## src/rtl/pipe_ctrl_pkg.sv

```systemverilog
// Shared encodings for the pipeline sequencer: stall vectors, bit indices, FSM states.
// Latency: n/a (constants and types only).
// Backpressure: n/a.
package pipe_ctrl_pkg;

  // Stall vectors: bit 0 pc, 1 if, 2 id, 3 ex, 4 mem, 5 wb
  localparam logic [5:0] STALL_NONE = 6'b000000;
  localparam logic [5:0] STALL_IF   = 6'b000011;
  localparam logic [5:0] STALL_ID   = 6'b000111;
  localparam logic [5:0] STALL_EX   = 6'b001111;

  // Bit of the stall vector that freezes the PC
  localparam int STALL_PC_BIT = 0;

  localparam logic FLUSH_ENABLE  = 1'b1;
  localparam logic FLUSH_DISABLE = 1'b0;

  typedef enum logic [1:0] {
    ST_RUN   = 2'd0,
    ST_MULTI = 2'd1,
    ST_FLUSH = 2'd2
  } state_t;

endpackage

```

## src/rtl/pipe_ctrl_hazard_detect.sv

```systemverilog
// Load-use hazard compare between decode source operands and the load in execute.
// Latency: combinational, zero cycles.
// Backpressure: none; result feeds the stall priority logic directly.
module pipe_ctrl_hazard_detect (
  input  logic       id_reg1_read_i,
  input  logic [4:0] id_reg1_addr_i,
  input  logic       id_reg2_read_i,
  input  logic [4:0] id_reg2_addr_i,
  input  logic       ex_is_load_i,
  input  logic       ex_wreg_i,
  input  logic [4:0] ex_wd_i,
  output logic       load_use_o
);

  logic hit1;
  logic hit2;

  // Register 0 is hardwired, so a load targeting it never creates a dependency
  always_comb begin
    hit1       = id_reg1_read_i && (id_reg1_addr_i == ex_wd_i);
    hit2       = id_reg2_read_i && (id_reg2_addr_i == ex_wd_i);
    load_use_o = ex_is_load_i && ex_wreg_i && (ex_wd_i != 5'd0) && (hit1 || hit2);
  end

endmodule

```

## src/rtl/pipe_ctrl.sv

```systemverilog
// Pipeline sequencer: merges stall requests, load-use hazards and exception flushes.
// Latency: stall_o/flush_o zero-cycle combinational; counters/timeout update on the edge.
// Backpressure: stall_o is the backpressure to the pipeline; a flush overrides every stall.
module pipe_ctrl
  import pipe_ctrl_pkg::*;
#(
  parameter int FLUSH_CYCLES  = 1,
  parameter int STALL_TIMEOUT = 1024,
  parameter int CNT_W         = 32
) (
  input  logic             clk,
  input  logic             rst,
  input  logic             id_reg1_read_i,
  input  logic [4:0]       id_reg1_addr_i,
  input  logic             id_reg2_read_i,
  input  logic [4:0]       id_reg2_addr_i,
  input  logic             ex_is_load_i,
  input  logic             ex_wreg_i,
  input  logic [4:0]       ex_wd_i,
  input  logic             ex_stallreq_i,
  input  logic             if_stallreq_i,
  input  logic             flush_req_i,
  input  logic [31:0]      flush_pc_i,
  output logic [5:0]       stall_o,
  output logic             flush_o,
  output logic [31:0]      new_pc_o,
  output logic             timeout_o,
  output logic [CNT_W-1:0] stall_cnt_o
);

  localparam int WD_W = $clog2(STALL_TIMEOUT + 1);
  localparam int FC_W = $clog2(FLUSH_CYCLES + 1);
  localparam logic [WD_W-1:0] WD_MAX  = WD_W'(STALL_TIMEOUT);
  localparam logic [FC_W-1:0] FC_LAST = FC_W'(FLUSH_CYCLES);

  state_t            state;
  logic [WD_W-1:0]   wd_q;
  logic [WD_W-1:0]   wd_inc;
  logic [FC_W-1:0]   fc_q;
  logic [31:0]       pc_q;
  logic              timeout_q;
  logic [CNT_W-1:0]  cnt_q;
  logic              load_use;
  logic              flush_act;
  logic [5:0]        stall_raw;

  pipe_ctrl_hazard_detect u_hazard (
    .id_reg1_read_i (id_reg1_read_i),
    .id_reg1_addr_i (id_reg1_addr_i),
    .id_reg2_read_i (id_reg2_read_i),
    .id_reg2_addr_i (id_reg2_addr_i),
    .ex_is_load_i   (ex_is_load_i),
    .ex_wreg_i      (ex_wreg_i),
    .ex_wd_i        (ex_wd_i),
    .load_use_o     (load_use)
  );

  // Stall priority: flush > multi-cycle execute > load-use > fetch wait
  always_comb begin
    flush_act = flush_req_i || (state == ST_FLUSH);
    stall_raw = STALL_NONE;
    if (flush_act)          stall_raw = STALL_NONE;
    else if (ex_stallreq_i) stall_raw = STALL_EX;
    else if (load_use)      stall_raw = STALL_ID;
    else if (if_stallreq_i) stall_raw = STALL_IF;
    wd_inc = (wd_q == WD_MAX) ? wd_q : wd_q + WD_W'(1);
  end

  // Outputs are forced idle while reset is held; a new flush PC passes straight through
  always_comb begin
    stall_o   = rst ? stall_raw : STALL_NONE;
    flush_o   = (rst && flush_act) ? FLUSH_ENABLE : FLUSH_DISABLE;
    new_pc_o  = (rst && flush_req_i) ? flush_pc_i : pc_q;
    timeout_o = timeout_q;
    stall_cnt_o = cnt_q;
  end

  // Sequencer FSM: flush hold-off, multi-cycle stall tracking and sticky watchdog
  always_ff @(posedge clk or negedge rst) begin
    if (!rst) begin
      state     <= ST_RUN;
      wd_q      <= '0;
      fc_q      <= '0;
      pc_q      <= '0;
      timeout_q <= 1'b0;
    end else begin
      case (state)
        ST_RUN, ST_MULTI: begin
          if (flush_req_i) begin
            pc_q  <= flush_pc_i;
            wd_q  <= '0;
            fc_q  <= FC_W'(1);
            state <= (FLUSH_CYCLES > 1) ? ST_FLUSH : ST_RUN;
          end else if (ex_stallreq_i) begin
            state <= ST_MULTI;
            if (state == ST_RUN) begin
              wd_q <= WD_W'(1);
            end else begin
              wd_q <= wd_inc;
              if (wd_inc == WD_MAX) timeout_q <= 1'b1;
            end
          end else begin
            state <= ST_RUN;
            wd_q  <= '0;
          end
        end
        ST_FLUSH: begin
          if (flush_req_i) begin
            pc_q  <= flush_pc_i;
            fc_q  <= FC_W'(1);
            state <= (FLUSH_CYCLES > 1) ? ST_FLUSH : ST_RUN;
          end else if ((fc_q + FC_W'(1)) == FC_LAST) begin
            fc_q  <= '0;
            state <= ST_RUN;
          end else begin
            fc_q  <= fc_q + FC_W'(1);
          end
        end
        default: state <= ST_RUN;
      endcase
    end
  end

  // Saturating count of cycles in which the PC was held
  always_ff @(posedge clk or negedge rst) begin
    if (!rst) begin
      cnt_q <= '0;
    end else if (stall_o[STALL_PC_BIT] && (cnt_q != '1)) begin
      cnt_q <= cnt_q + CNT_W'(1);
    end
  end

endmodule

```

## config.mk

```make
export PLATFORM = sky130hd
export DESIGN_NAME = pipe_ctrl
export DESIGN_NICKNAME = d
export VERILOG_FILES = /design/src/rtl/pipe_ctrl_pkg.sv /design/src/rtl/pipe_ctrl_hazard_detect.sv /design/src/rtl/pipe_ctrl.sv
export SDC_FILE = /design/constraint.sdc
export NUM_CORES = 1
export LEC_CHECK = 0
export CORE_MARGIN = 2
export CORE_UTILIZATION = 35
export DETAILED_ROUTE_END_ITERATION = 8
export GPL_ROUTABILITY_DRIVEN = 0
export PLACE_DENSITY = 0.66
export REMOVE_ABC_BUFFERS = 1
export SYNTH_ARGS = -nofsm -noshare
export SYNTH_HDL_FRONTEND = slang
export SYNTH_SLANG_ARGS = --single-unit
```

## constraint.sdc

```tcl
create_clock -name clk -period 3 [get_ports clk]
set_input_delay 0.75 -clock clk [delete_from_list [all_inputs] [get_ports clk]]
set_output_delay 0.75 -clock clk [all_outputs]
set_load 0.05 [all_outputs]
```

==> results.yml, run 1 <==
run:
  cap_violations: 0
worst_setup_path:
  start_kind: "primary input"
  endpoint_kind: "output pin"
  worstSetupPathType: "in2out"
  slowest_delay_ns: 0.47
  rr_worst_depth: 8
  reg2reg_from: "stall_cnt_o[0]"
  arrival_ns: 2.22
  crit_chain: "clkdlybuf4s50_1 > nor3_1 > a21oi_2 > a221oi_2 > inv_1 > buf_4"
  crit_path_top_delay_cell: "clkdlybuf4s50_1"
  crit_fanout: 3
  cp_data_required_time_ns: 2.25
  worst_r2r_endpoint: "stall_cnt_o[28]"
  reg2reg_slack_ns: 0.85
yosys:
  synth.top_cell.area_share_pct: 49.4
  synthFlopType: "dfrtp_1"
  synth_edf_count: 0
  ys_seq_area_share_pct: 49.4
  ys_ff_latch: 77
  ys_warn_count: 0
  yosys-top-cells-area: "dfrtp_1 49%, mux2_2 19%, xnor2_1 9.4%"
  synthArstFlopShare_pct: 100
  synth_top_area_cell: "dfrtp_1"
  syn_inst: 329
  syn-cell-area_um2: 3900
  avgSynthCellArea_um2: 11.9
  yosysUniqueCellTypes: 37
layout:
  layout.nets: 523
  drive_above_1_share_pct: 29.5
  final_cell_mix: "86 x clkdlybuf4s50_1, 77 x dfrtp_1, 66 x mux2_2"
  area_delta_synth_final_pct: 42.1
  final_common_cell: "clkdlybuf4s50_1"
  num_antenna_cells: 0
  nFillCells: 976
floorplanning:
  initial_core_util_pct: 36.0
  die_y_um: 110
  die_w_um: 110
  row_count: 38
  io_pins: 128
  die_area_um2: 12000
  core_area_um2: 10800
detailed_routing:
  wl_met2_um: 4120
  drt-pass1-iter-count: 4
  drt-initial-drc-count: 81
  met3_length_um: 531
  drc: 0
  drt-met1-wl_um: 3910
  wirelength_um: 8650
  top_layer_used: "met4"
  wire_per_inst_um: 14.2
  dr_total_vias: 2953
  ant_nets: 0
  avgViaCountPerCell: 4.86
cts:
  hold_buffers: 0
  cts_buffer_depth: 2
  cts.clk_slew.worst_paths_ns: 0.08
  root_buffer: "clkbuf_8"
  clock-sinks: 77
  cts-buffers-inserted: 9
  clk_latency_ns: 0.34
  cts_tree: "yes"
  h-tree-depth: 3
sta:
  hold_violations: 0
  skew_ns: 0.0110
  tns_ns: 0
  maxSlewViolCount: 0
  max_freq_mhz: 336
  setup_violations: 0
  min_period_ns: 2.97
  fin_crit_sh_pct: 99.1
  relSlewSlack_pct: 63.9
  worst_slew_pin_slew_ns: 0.540
min_path:
  hold_class: "in2async"
global_routing:
  grt_max_degree: 41
  grt_pass1_vias: 2918
  grt_pass1_wl_um: 14000
  grt_use_total_pct: 14.6
  antenna_found_initial: 0
  grt_remaining_overflow: 0
pwr:
  p_per_area_nw_per_um2: 531
  ir_drop_mv: 0.404
  leakagePower_nw: 2.33
  power_mw: 2.94
run_status:
  status: "finished clean"
place:
  dp_hpwl_um: 6230
  port_buffers: 125
-- synthesized netlist by cell type, types with 5 or more instances --
master / instances
dfrtp_1: 77
mux2_2: 66
xnor2_1: 42
nand4_1: 20
nand2_1: 17
nor2_1: 16
nand3_1: 13
and3_1: 12
inv_1: 7
xor2_1: 7
buf_1: 6
nor3_1: 5
-- metrics by stage --
stage / area, µm² / std cells / setup WS, ns / hold slack, ns / util, %
4_1_cts: 5530 / 607 / 0.0394 / 0.206 / 51.0
2_1_floorplan: 3830 / 317 / 0.000227 / 0.444 / -
5_1_grt: 5540 / 608 / -0.0365 / 0.206 / 51.1
6_report: 5540 / 608 / 0.0265 / 0.224 / 51.1
3_3_place_gp: 5300 / 592 / 0.0897 / 0.457 / 48.9
3_5_place_dp: 5300 / 592 / 0.0457 / 0.462 / 48.9
-- logic make-up after synthesis --
family,Yosys count,share of synthesized area (%)
compound gates,17,3.37
xor+xnor,49,11.0
fa+ha+maj,3,0.962
buf+inv,20,2.66
flops,77,49.4
mux,66,19.0
other cells,1,0.0961
simple gates,96,13.5
-- layout make-up --
cell class / instances / area (µm²) / area share [%]
Clock buffer: 12 / 165 / 2.98
Inverter: 7 / 26.3 / 0.474
Timing Repair Buffer: 136 / 1300 / 23.5
Multi-Input combinational cell: 233 / 1880 / 33.9
Clock inverter: 3 / 67.6 / 1.22
Tap cell: 140 / 175 / 3.16
Sequential cell: 77 / 1930 / 34.8
-- power breakdown --
group          total, mW  internal [mW]  switching, mW  leakage (nW)
Clock              0.900          0.533          0.367         0.115
Sequential          1.19           1.12         0.0716         0.989
Combinational      0.849          0.346          0.504          1.23
Total               2.94           2.00          0.943          2.33
-- flip-flops by register name, summed over array words and instances (netlist names) --
register and count:
pc_q 32, stall_cnt_o 32, wd_q 11, state 1
timeout_o 1
-- how the worst max path moves through the flow --
stage	from	to	slack (ns)	depth (start not counted)
floorplan	ex_stallreq_i	stall_o[0]	0.0002	4
global placement	ex_wd_i[4]	stall_o[0]	0.09	7
detailed placement	ex_wd_i[1]	stall_o[0]	0.05	7
CTS	ex_wd_i[1]	stall_o[0]	0.04	7
global route	ex_wd_i[0]	stall_o[0]	-0.04	6
finish	ex_wd_i[0]	stall_o[0]	0.03	6
-- metal layers --
layer	vias up	track usage, %
li1	1429	-
met1	1431	18.9
met2	83	24.0
met3	10	3.97
met4	0	3.71
met5	-	0
-- critical path, delay by kind of cell --
kind | cells | cell delay [ns]
simple gates | 1 | 0.30
compound gates | 2 | 0.41
buf+inv | 3 | 0.76
-- what timing repair did --
action | in CTS | in global routing
gates resized for setup | 0 | 2
buffers inserted | 0 | 1
setup endpoints to repair | 0 | 2
No activity file was read; power rests on OpenSTA's default activity.
==> inputs of run 2 (changes only) <==
--- a/config.mk
+++ b/config.mk
@@ -11,6 +11,7 @@
 export GPL_ROUTABILITY_DRIVEN = 0
 export PLACE_DENSITY = 0.66
 export REMOVE_ABC_BUFFERS = 1
+export SLEW_MARGIN = 40
 export SYNTH_ARGS = -nofsm -noshare
 export SYNTH_HDL_FRONTEND = slang
 export SYNTH_SLANG_ARGS = --single-unit
==> results of run 2 <==
Same layout as run 1: the final DEF is identical, and so are final timing and power.
==> inputs of run 3 (changes only) <==
--- a/config.mk
+++ b/config.mk
@@ -10,6 +10,7 @@
 export DETAILED_ROUTE_END_ITERATION = 8
 export GPL_ROUTABILITY_DRIVEN = 0
 export PLACE_DENSITY = 0.66
+export RECOVER_POWER = 100
 export REMOVE_ABC_BUFFERS = 1
 export SLEW_MARGIN = 40
 export SYNTH_ARGS = -nofsm -noshare
==> run 3 against run 2 <==
  * The flow now finishes with violations (max-capacitance violations, max-slew violations)
  * Clock skew increased by 0.0013 ns
  * Hold slack got worse by 0.0011 ns
  * Count of clock-buffer cells in the layout unchanged
  * Maximum frequency about the same
  * Combinational power decreased by 2%
==> results.yml, run 3 (synthesized netlist as in run 1, its figures left out) <==
run_status:
  status: "complete, but fails checks"
  violations: "max-capacitance violations, max-slew violations"
place:
  dp.cells: 592
  dp_hpwl_um: 6230
  port_buffers: 125
detailed_routing:
  ant_nets: 0
  drc: 0
  wirelength_um: 8620
  drt-initial-drc-count: 81
  dr_total_vias: 2962
  drt-pass1-iter-count: 4
  avgViaCountPerCell: 4.87
  wire_per_inst_um: 14.2
global_routing:
  grt_use_total_pct: 14.6
  grt_max_degree: 41
  grt_remaining_overflow: 0
  grt_pass1_vias: 2918
  antenna_found_initial: 0
  grt_pass1_wl_um: 14000
sta:
  maxSlewViolCount: 64
  worst_slew_pin_slew_ns: 1.65
  max_freq_mhz: 336
  skew_ns: 0.0123
  min_period_ns: 2.97
  worst_hold_slack_ns: 0.223
  setup_violations: 0
  hold_violations: 0
  relSlewSlack_pct: -10.3
  fin_crit_sh_pct: 99.1
worst_setup_path:
  endpoint_kind: "output pin"
  reg2reg_from: "stall_cnt_o[0]"
  worstSetupPathType: "in2out"
  rr_worst_depth: 8
  arrival_ns: 2.22
  reg2reg_slack_ns: 0.76
  crit_fanout: 3
  cp_data_required_time_ns: 2.25
  worst_r2r_endpoint: "stall_cnt_o[28]"
  start_kind: "primary input"
layout:
  seq_area_um2: 1930
  fin_util_pct: 50.9
  drive_above_1_share_pct: 28.6
  area_delta_synth_final_pct: 41.4
  final_common_cell: "dfrtp_1"
  final_cell_mix: "77 x dfrtp_1, 66 x mux2_2, 51 x clkdlybuf4s50_1"
  num_antenna_cells: 0
  layout.nets: 523
  nFillCells: 983
  multi_input_area_um2: 1870
  post_layout_nonfiller_instances: 608
run:
  cap_violations: 2
pwr:
  leakagePower_nw: 2.41
  ir_drop_mv: 0.389
  power_mw: 2.92
  p_per_area_nw_per_um2: 530
floorplanning:
  die_area_um2: 12000
  initial_core_util_pct: 36.0
  die_w_um: 110
  io_pins: 128
  core_area_um2: 10800
  row_count: 38
  die_y_um: 110
min_path:
  hold_class: "in2async"
cts:
  clock-sinks: 77
  clk_latency_ns: 0.34
  root_buffer: "clkbuf_8"
  cts-buffers-inserted: 9
  cts_buffer_depth: 2
  cts_tree: "yes"
  h-tree-depth: 3
  cts.clk_slew.worst_paths_ns: 0.08
run 3: cell types whose count changed in the layout (fill, tap and decap cells not counted), sizes merged:
cell	previous run	this run
clkbuf	12	17
clkdlybuf4s25	0	1
dlygate4sd3	0	35
buf	49	44
clkdlybuf4s50	86	51
dlymetal6s2s	1	0
run 3: per-stage QoR:
step	area (µm²)	worst slack [ns]	TNS, ns
6_report	5520	0.0266	0
5_1_grt	5520	-0.0365	-0.0728
3_3_place_gp	5300	0.0897	0
4_1_cts	5530	0.0394	0
3_5_place_dp	5300	0.0457	0
2_1_floorplan	3830	0.000227	0
run 3: worst max-delay path by stage:
stage,from,slack (ns),depth (start not counted),to
floorplan,ex_stallreq_i,0.0002,4,stall_o[0]
global placement,ex_wd_i[4],0.09,7,stall_o[0]
detailed placement,ex_wd_i[1],0.05,7,stall_o[0]
CTS,ex_wd_i[1],0.04,7,stall_o[0]
finish,ex_wd_i[0],0.03,6,stall_o[0]
global route,ex_wd_i[0],-0.04,6,stall_o[0]
run 3: routing by layer:
metal  global-route usage [%]  routed length (µm)
met1                     18.9                3870
met2                     24.0                4160
met3                     3.97                 524
met4                     3.71                  71
met5                        0                   0
run 3: final cells by class:
type                    instances  share of cell area, %
multi-input cells             233                   33.9
clock inverters                 3                   1.22
well taps                     140                   3.17
flip-flops and latches         77                   34.9
repair buffers                136                   23.3
inverters                       7                  0.476
clock buffers                  12                   2.99
run 3: timing repair:
item | 4_1_cts | 5_1_grt
buffers inserted | 0 | 1
endpoints found under the hold margin | 0 | 0
gates resized for setup | 0 | 2
hold buffers | 0 | 0
endpoints found under the setup margin | 0 | 2
run 3: critical path: stages:
cell and delay [ns]:
clkdlybuf4s50_1 0.47, nor3_1 0.30, a21oi_2 0.11, a221oi_2 0.30, inv_1 0.09, buf_4 0.20
run 3: power by group:
group          internal (mW)  switching (mW)  total (mW)
clock                  0.533           0.370       0.902
sequential              1.12          0.0691        1.19
combinational          0.329           0.503       0.832
